<file path="config.mk">
export PLATFORM = sky130hd
export DESIGN_NAME = hilo_mdu_ctrl
export DESIGN_NICKNAME = d
export VERILOG_FILES = /design/src/rtl/mdu_pkg.sv /design/src/rtl/mdu_divider.sv /design/src/rtl/hilo_mdu_ctrl.sv
export SDC_FILE = /design/constraint.sdc
export NUM_CORES = 2
export LEC_CHECK = 0
export BUFFER_PORTS_ARGS = -buffer_cell sky130_fd_sc_hd__buf_2
export CAP_MARGIN = 20
export CORE_ASPECT_RATIO = 0.75
export CORE_MARGIN = 4
export CORE_UTILIZATION = 65
export CTS_CLUSTER_SIZE = 40
export DETAILED_ROUTE_END_ITERATION = 16
export PLACE_DENSITY = 0.82
export SETUP_SLACK_MARGIN = 0.02
export SYNTH_ARGS = -nofsm -noshare
export SYNTH_HDL_FRONTEND = slang
export SYNTH_HIERARCHICAL = 1
export SYNTH_SLANG_ARGS = --single-unit
</file>
<file path="constraint.sdc">
create_clock -name clk -period 13.9 [get_ports clk]
set_clock_uncertainty 0.05 [all_clocks]
set_input_delay 0.695 -clock clk [delete_from_list [all_inputs] [get_ports clk]]
set_output_delay 0.695 -clock clk [all_outputs]
set_load 0.02 [all_outputs]
</file>
<file path="src/rtl/mdu_pkg.sv">
// Shared types and constants for the HI/LO multiply/divide controller:
// op encoding, controller states, divider length and special results.
package mdu_pkg;

   typedef enum logic [3:0] {
      OP_MULT  = 4'd0,
      OP_MULTU = 4'd1,
      OP_MADD  = 4'd2,
      OP_MADDU = 4'd3,
      OP_DIV   = 4'd4,
      OP_DIVU  = 4'd5,
      OP_MTHI  = 4'd6,
      OP_MTLO  = 4'd7
   } mdu_op_e;

   typedef enum logic [1:0] {
      S_IDLE,
      S_MUL,
      S_DIV,
      S_FIX
   } mdu_state_e;

   localparam int DIV_ITERS = 32;

   localparam logic [31:0] DIVZ_LO = 32'hFFFF_FFFF;
   localparam logic [31:0] OVF_A   = 32'h8000_0000;
   localparam logic [31:0] OVF_B   = 32'hFFFF_FFFF;
   localparam logic [31:0] OVF_LO  = 32'h8000_0000;
   localparam logic [31:0] OVF_HI  = 32'h0000_0000;

   // Magnitude of x, treating it as two's complement only when sgn is set.
   function automatic logic [31:0] mag(input logic [31:0] x,
                                       input logic        sgn);
      return (sgn && x[31]) ? (~x + 32'd1) : x;
   endfunction

endpackage

</file>
<file path="src/rtl/mdu_divider.sv">
// Iterative restoring divider on unsigned magnitudes, one quotient bit per step.
// Ports: clear/load/step controls, dividend/divisor in, quotient/remainder out.
module mdu_divider (
   input  logic        clk,
   input  logic        rst_n,
   input  logic        clear,
   input  logic        load,
   input  logic        step,
   input  logic [31:0] dvd_i,
   input  logic [31:0] dvs_i,
   output logic [31:0] quo_o,
   output logic [31:0] rem_o
);

   logic [31:0] rem_q;
   logic [31:0] quo_q;
   logic [31:0] dvs_q;
   logic [32:0] sh_d;
   logic [32:0] diff_d;
   logic        ge_d;

   // Partial remainder stays below the divisor, so bit 32 of the
   // difference is a clean "shifted < divisor" flag.
   assign sh_d   = {rem_q, quo_q[31]};
   assign diff_d = sh_d - {1'b0, dvs_q};
   assign ge_d   = ~diff_d[32];

   always_ff @(posedge clk or negedge rst_n) begin
      if (!rst_n) begin
         rem_q <= '0;
         quo_q <= '0;
         dvs_q <= '0;
      end else if (clear) begin
         rem_q <= '0;
         quo_q <= '0;
         dvs_q <= '0;
      end else if (load) begin
         rem_q <= '0;
         quo_q <= dvd_i;
         dvs_q <= dvs_i;
      end else if (step) begin
         rem_q <= ge_d ? diff_d[31:0] : sh_d[31:0];
         quo_q <= {quo_q[30:0], ge_d};
      end
   end

   assign quo_o = quo_q;
   assign rem_o = rem_q;

endmodule

</file>
<file path="src/rtl/hilo_mdu_ctrl.sv">
// HI/LO owner and multi-cycle MUL/DIV sequencer beside the EX-stage ALU.
// Ports: start/op/a/b request, flush, read_req; ready/busy/done, hi/lo, stall_read.
module hilo_mdu_ctrl
   import mdu_pkg::*;
#(
   parameter int MUL_CYCLES = 3
) (
   input  logic        clk,
   input  logic        rst_n,
   input  logic        start,
   input  logic [3:0]  op,
   input  logic [31:0] a,
   input  logic [31:0] b,
   input  logic        flush,
   input  logic        read_req,
   output logic        ready,
   output logic        busy,
   output logic        done,
   output logic [31:0] hi,
   output logic [31:0] lo,
   output logic        stall_read
);

   mdu_state_e  state_q;
   logic [4:0]  cnt_q;
   logic [31:0] a_q;
   logic [31:0] b_q;
   logic [3:0]  op_q;
   logic [31:0] hi_q;
   logic [31:0] lo_q;
   logic        done_q;

   logic        is_mul;
   logic        is_div;
   logic        is_mthi;
   logic        is_mtlo;
   logic        div_load;
   logic        div_step;
   logic [31:0] dvd_mag;
   logic [31:0] dvs_mag;
   logic [31:0] quo;
   logic [31:0] rem;

   logic        msgn;
   logic        macc;
   logic [63:0] ea;
   logic [63:0] eb;
   logic [63:0] prod;
   logic [63:0] mul_d;

   logic        dsgn;
   logic        divz;
   logic        ovf;
   logic [31:0] q_fix;
   logic [31:0] r_fix;
   logic [63:0] div_d;

   assign ready      = (state_q == S_IDLE);
   assign busy       = ~ready;
   assign done       = done_q;
   assign hi         = hi_q;
   assign lo         = lo_q;
   assign stall_read = read_req & busy;

   assign is_mul  = (op == OP_MULT) | (op == OP_MULTU) |
                    (op == OP_MADD) | (op == OP_MADDU);
   assign is_div  = (op == OP_DIV) | (op == OP_DIVU);
   assign is_mthi = (op == OP_MTHI);
   assign is_mtlo = (op == OP_MTLO);

   assign dvd_mag  = mag(a, op == OP_DIV);
   assign dvs_mag  = mag(b, op == OP_DIV);
   assign div_load = start & ready & ~flush & is_div;
   assign div_step = (state_q == S_DIV) & ~flush;

   mdu_divider u_div (
      .clk   (clk),
      .rst_n (rst_n),
      .clear (flush),
      .load  (div_load),
      .step  (div_step),
      .dvd_i (dvd_mag),
      .dvs_i (dvs_mag),
      .quo_o (quo),
      .rem_o (rem)
   );

   // Sign- or zero-extend to 64 bits; the low 64 bits of the product
   // are then correct for both signednesses.
   assign msgn  = (op_q == OP_MULT) | (op_q == OP_MADD);
   assign macc  = (op_q == OP_MADD) | (op_q == OP_MADDU);
   assign ea    = msgn ? {{32{a_q[31]}}, a_q} : {32'd0, a_q};
   assign eb    = msgn ? {{32{b_q[31]}}, b_q} : {32'd0, b_q};
   assign prod  = ea * eb;
   assign mul_d = macc ? ({hi_q, lo_q} + prod) : prod;

   assign dsgn  = (op_q == OP_DIV);
   assign divz  = (b_q == 32'd0);
   assign ovf   = dsgn & (a_q == OVF_A) & (b_q == OVF_B);
   assign q_fix = (dsgn & (a_q[31] ^ b_q[31])) ? (~quo + 32'd1) : quo;
   assign r_fix = (dsgn & a_q[31]) ? (~rem + 32'd1) : rem;

   always_comb begin
      div_d = {r_fix, q_fix};
      unique case (1'b1)
         divz:    div_d = {a_q, DIVZ_LO};
         ovf:     div_d = {OVF_HI, OVF_LO};
         default: div_d = {r_fix, q_fix};
      endcase
   end

   always_ff @(posedge clk or negedge rst_n) begin
      if (!rst_n) begin
         state_q <= S_IDLE;
         cnt_q   <= '0;
         a_q     <= '0;
         b_q     <= '0;
         op_q    <= '0;
         hi_q    <= '0;
         lo_q    <= '0;
         done_q  <= 1'b0;
      end else begin
         done_q <= 1'b0;
         if (flush) begin
            state_q <= S_IDLE;
         end else begin
            case (state_q)
               S_IDLE: begin
                  if (start) begin
                     a_q  <= a;
                     b_q  <= b;
                     op_q <= op;
                     unique case (1'b1)
                        is_mthi: hi_q <= a;
                        is_mtlo: lo_q <= a;
                        is_mul: begin
                           state_q <= S_MUL;
                           cnt_q   <= 5'(MUL_CYCLES - 1);
                        end
                        is_div: begin
                           state_q <= S_DIV;
                           cnt_q   <= 5'(DIV_ITERS - 1);
                        end
                        default: ;
                     endcase
                  end
               end
               S_MUL: begin
                  if (cnt_q == 5'd0) begin
                     {hi_q, lo_q} <= mul_d;
                     done_q       <= 1'b1;
                     state_q      <= S_IDLE;
                  end else begin
                     cnt_q <= cnt_q - 5'd1;
                  end
               end
               S_DIV: begin
                  if (cnt_q == 5'd0) begin
                     state_q <= S_FIX;
                  end else begin
                     cnt_q <= cnt_q - 5'd1;
                  end
               end
               S_FIX: begin
                  {hi_q, lo_q} <= div_d;
                  done_q       <= 1'b1;
                  state_q      <= S_IDLE;
               end
               default: state_q <= S_IDLE;
            endcase
         end
      end
   end

endmodule

</file>
# Word-level counts from Yosys, hierarchy flattened
# Cells that the tools add are included.
[totals]
word_cells = 122
out_inout_bits = 68
reg_bits = 236
[op_classes]
reduce_logical = 17
n_addsub = 7
mul = 1
n_eq_ne = 25
bitwise_logic = 23
muxes = 38
[op_table]
columns = ["op", "count"]
rows = [
  ["$mux W32", 19],
  ["$mux W64", 3],
  ["$pmux W32 S3", 2],
  ["$add A32 B1 Y32 const B", 4],
  ["$not A32 Y32", 4],
  ["$pmux W64 S2", 1],
  ["$add A64 B64 Y64", 1],
  ["$eq A32 B32 Y1 const B", 2],
  ["$mul A64 B64 Y64", 1],
  ["$sub A33 B32 Y33", 1],
  ["$logic_not A32 Y1", 1],
  ["$eq A4 B3 Y1 const B", 5],
  ["$pmux W5 S2", 2],
  ["$eq A4 B2 Y1 const B", 4],
  ["$reduce_and A5 Y1", 3],
  ["$mux W5", 2],
  ["$and A1 B1 Y1", 9],
  ["$logic_not A4 Y1", 2],
  ["$mux W2", 4],
  ["$pmux W2 S4", 1],
  ["$ne A2 B2 Y1 const B", 3],
  ["$ne A3 B3 Y1 const B", 2],
  ["$or A1 B1 Y1", 6],
  ["$reduce_bool A3 Y1", 2],
  ["other kinds (20)", 27],
]

# Longest topological paths before layout
[logic_depth]
ltp_word = 8
mapped_depth = 46
ltp_nobuf = 43

# Hierarchy
# The synthesis kept the hierarchy.
[by_module_without_submodules]
columns = ["module", "instances", "seq_area_each_um2", "area_per_inst_um2", "cells_each"]
rows = [
  ["hilo_mdu_ctrl", 1, 3503.4, 61571.6, 6971],
  ["mdu_divider", 1, 2402.3, 6252.2, 708],
]

# Least setup slack after synthesis
# OpenSTA, ideal clock, no wires.
[synth_path]
path_type = "flip-flop to flip-flop"
from = "register op_q[3]"
to = "register hi_q[31], in the netlist hi[31]"
path_slack_ps = 2658
setup_time_ps = 82
t_required_ps = 13768
path_stages_with_launch = 42
path_buffers = 4
arrival_ps = 11110
cell_sequence = "dfrtp_1 -> nor3_1 -> and2_1 -> clkbuf_1 -> clkbuf_1 -> nand2_1 -> fa_1 -> inv_1 -> fa_1 -> fa_1 -> inv_1 -> fa_1 -> inv_1 -> fa_1 -> fa_1 -> fa_1 -> fa_1 -> fa_1 -> [... 6 more ...] -> a211oi_1 -> o21ai_1 -> a221oi_2 -> o41ai_4 -> a211oi_1 -> o21bai_1 -> a21oi_1 -> xnor2_1 -> ha_1 -> clkbuf_1 -> a21o_1 -> a21oi_1 -> nand3_1 -> or3_1 -> and3_1 -> xnor3_1 -> nand2_1 -> a31oi_1"
[synth_via]
elab_chain_cells = 8
[synth_rtl]
columns = ["item", "line", "rtl"]
rows = [
  ["from (decl)", "hilo_mdu_ctrl.sv:28", "logic [3:0] op_q;"],
  ["from (signal assigned)", "hilo_mdu_ctrl.sv:132", "op_q <= op;"],
  ["$eq A4 B2 Y1 or $logic_not A4 Y1 (tied branches)", "hilo_mdu_ctrl.sv:90, hilo_mdu_ctrl.sv:91", ""],
  ["$or A1 B1 Y1", "hilo_mdu_ctrl.sv:90", "assign msgn = (op_q == OP_MULT) | (op_q == OP_MADD);"],
  ["$mux W64, on equally long branches", "hilo_mdu_ctrl.sv:92, hilo_mdu_ctrl.sv:93", ""],
  ["$mul A64 B64 Y64", "hilo_mdu_ctrl.sv:94", "assign prod = ea * eb;"],
  ["$add A64 B64 Y64", "hilo_mdu_ctrl.sv:95", "assign mul_d = macc ? ({hi_q, lo_q} + prod) : prod;"],
  ["$mux W64", "hilo_mdu_ctrl.sv:95", ""],
  ["$mux W32", "hilo_mdu_ctrl.sv:149", "if (cnt_q == 5'd0) begin"],
  ["$pmux W32 S3 (*)", "hilo_mdu_ctrl.sv:127", "case (state_q)"],
  ["to (signal assigned)", "hilo_mdu_ctrl.sv:150", "{hi_q, lo_q} <= mul_d;"],
  ["to (signal assigned)", "hilo_mdu_ctrl.sv:165", "{hi_q, lo_q} <= div_d;"],
  ["to (decl)", "hilo_mdu_ctrl.sv:29", "logic [31:0] hi_q;"],
]
# Mark *: on every way between the ends. The rest lies on a longest branch, timed or not. The select of a mux whose other input is x is not followed.
# A chain may end at the register's enable or synchronous reset.

# Worst setup path in the final report
[layout_path]
from = "register op_q[0]"
to = "register hi_q[29], in the netlist hi[29]"
# The elaborated chain is that of the path after synthesis.

==> impl_metrics.env <==
export IMPL_synth_top_area_frac=0.420
export IMPL_totalWireLength_microns=233000
export IMPL_drcViolationCount=0
export IMPL_start_util=0.656
export IMPL_status="finished clean"
export IMPL_nNetsFinal=9443
export IMPL_synth_async_reset_ratio=1.00
export IMPL_fp_dieH_microns=288
export IMPL_start_kind="register"
export IMPL_max_slew_margin_rel=0.200
export IMPL_insertion_delay_ns=0.61
export IMPL_rrSetupSlack_ns=1.06
export IMPL_h_tree_depth=1
export IMPL_grt_pass1_wl_microns=357000
export IMPL_critical_path_buf_inv_count=8
export IMPL_antenna_found_initial=14
export IMPL_max_stage_delay_ns=0.70
export IMPL_fmax_ghz=0.0779
export IMPL_fin_crit_ns=12.84
export IMPL_grt_max_degree=94
export IMPL_detailedPlace_worstSlack_ns=1.65
export IMPL_slew_viol_final=0
export IMPL_gp_congestion=1.06
export IMPL_drive_above_1_share=0.0565
export IMPL_syn_avg_cell_area_sq_um=8.83
export IMPL_slowest_stage="a2111oi_0"
export IMPL_synth_cell_types=95
export IMPL_tightest_slew_ns=1.20
export IMPL_worst_slack_ns=1.06
export IMPL_final_antenna_net_count=0
export IMPL_layout_common_cells="1656 x inv_1, 1424 x fa_1, 993 x nand2_1"
export IMPL_grt_overflow=0
export IMPL_hpwl_microns=194000
export IMPL_syn_area_sq_mm=0.0678
export IMPL_drt_pass1_iterations=7
export IMPL_synth_cells=7679
export IMPL_critPathMaxFanout=25
export IMPL_grt_setup_unrepaired="no"
export IMPL_cp_data_arrival_time_ns=13.29
export IMPL_clkSlewWorstSetupHoldPaths_ns=0.07
export IMPL_cts_sink_count=236
export IMPL_dieArea_sq_mm=0.110
export IMPL_viasPerCell=6.24
export IMPL_num_rows=102
export IMPL_hold_viol=0
export IMPL_critPathRequiredTime_ns=14.35
export IMPL_hold_buffers=0
export IMPL_yosys_area_top_type="fa_1"
export IMPL_core_sq_mm=0.103
export IMPL_ys_seq_area_frac=0.0871
export IMPL_multiInputGateArea_sq_mm=0.0541
export IMPL_root_buffer="clkbuf_16"
export IMPL_portBuffers=140
export IMPL_ios=141
export IMPL_cp_common_cell="fa_1"
export IMPL_grt_pass1_vias=57200
export IMPL_synth_area_top_cells="fa_1 42%, inv_1 9.2%, dfrtp_1 8.7%"
export IMPL_vias=55600
export IMPL_synthToLayoutAreaGrowth_pct=3.89
export IMPL_fin_util=0.682
export IMPL_tns_ns=0
export IMPL_timing_final_crit_share=0.924
export IMPL_crit_family="adder cells"
export IMPL_drt_iter0_drc=6636
export IMPL_cts_buffer_depth=3
export IMPL_maxCapViolations=0
export IMPL_cp_end_kind="register"
export IMPL_die_w_microns=381
export IMPL_critical_path_class="reg -> reg"
export IMPL_ys_seq_elements=236
export IMPL_regArea_sq_mm=0.00591
export IMPL_hp_class="in -> async"
export IMPL_synth_edff_count=0
export IMPL_grt_use_total=0.435
export IMPL_tritoncts="built"
export IMPL_post_cts_buffers=0
export IMPL_numCtsBuffers=27
export IMPL_route_detailed_wl_per_inst_microns=26.1
export IMPL_fillCellCount=8197
export IMPL_layout_commonest_cell="inv_1"
export IMPL_synthFlopType="dfrtp_1"
export IMPL_yosys_warnings=6
export IMPL_cts_resized=0
export IMPL_syn_nets=9589
export IMPL_setup_viol=0
## logic make-up (layout without fill, tap and decap cells)
logic type	count (synthesis)	count (layout)	synth area share
AO/OA/AOI/OAI	1028	1028	0.0950
XOR/XNOR	317	317	0.0414
adder cells (fa/ha/maj)	1839	1839	0.497
buffers and inverters	2092	1965	0.116
flip-flops	236	236	0.0871
multiplexers	166	166	0.0257
other	0	11	0
AND/OR/NAND/NOR	2001	2001	0.138
## flip-flops by register name, indices dropped and copies added, names as in the netlist
register     cells
a_q             32
b_q             32
hi              32
lo              32
u_div/dvs_q     32
u_div/quo_o     32
u_div/rem_o     32
cnt_q            5
op_q             4
state_q          2
done             1
## cell type report
type / instances / area share
flip-flops and latches: 236 / 0.0839
multi-input cells: 5351 / 0.767
repair buffers: 261 / 0.0233
clock buffers: 35 / 0.0103
clock inverters: 13 / 0.00240
diodes: 11 / 0.000391
inverters: 1656 / 0.0882
well taps: 1352 / 0.0240
## metrics by stage
step	instance area, sq um	hold slack, ns	std cells
after floorplan	67800	0.349	7679
after global placement	69500	0.449	8854
after detailed placement	69500	0.456	8854
after CTS	70400	0.0934	8902
after global routing	70400	0.110	8904
final	70500	0.0355	8915
## layer usage
layer	global-route usage	vias to the layer above	routed length, microns
met3	0.180	576	38100
met1	0.645	27800	94100
met5	0.0146	-	276
met4	0.142	12	9360
li1	-	23200	-
met2	0.575	4020	90800
## worst reg2reg max path: cells and delay by family, from the launching register on
kind / cells / cell delay (ns)
DFF: 1 / 0.43
xor gates and xnor gates: 1 / 0.42
AOI/OAI and AO/OA: 12 / 3.27
adders and majority gates: 12 / 5.36
and+or+nand+nor: 7 / 1.65
buffers and inverters: 8 / 1.55
## final timing paths
path	from	end	cells past startpoint
worst min-delay path	rst_n	cnt_q[0]	1
max in group asynchronous	rst_n	a_q[27]	2
worst min register to register	cnt_q[0]	cnt_q[0]	1
min in group clk	b[31]	b_q[31]	2
worst max register to register	op_q[0]	hi[29]	40
worst max-delay path	op_q[0]	hi[29]	40
## synthesized netlist by cell type (13+ instances only)
cell / instances
o21ai_1: 24
a21o_1: 68
xor2_1: 128
or3_1: 27
dfrtp_1: 236
fa_1: 1424
buf_2: 13
o31ai_1: 30
and2_1: 399
o21bai_1: 31
mux2_2: 64
nor3_1: 51
o21a_1: 17
nand2_1: 995
ha_1: 413
nor2_1: 278
a21oi_1: 340
nand4_1: 43
inv_1: 1656
buf_1: 18
clkbuf_1: 400
nand2b_1: 20
a211oi_1: 32
nor4_1: 25
a31oi_1: 39
nand3_1: 51
nor2b_1: 13
o21ai_0: 267
or4_1: 15
and3_1: 32
a221oi_1: 38
xnor2_1: 187
mux2i_1: 100
Power is not shown: default switching activity piles up to over one toggle a cycle in this logic, so the estimate is an artifact.
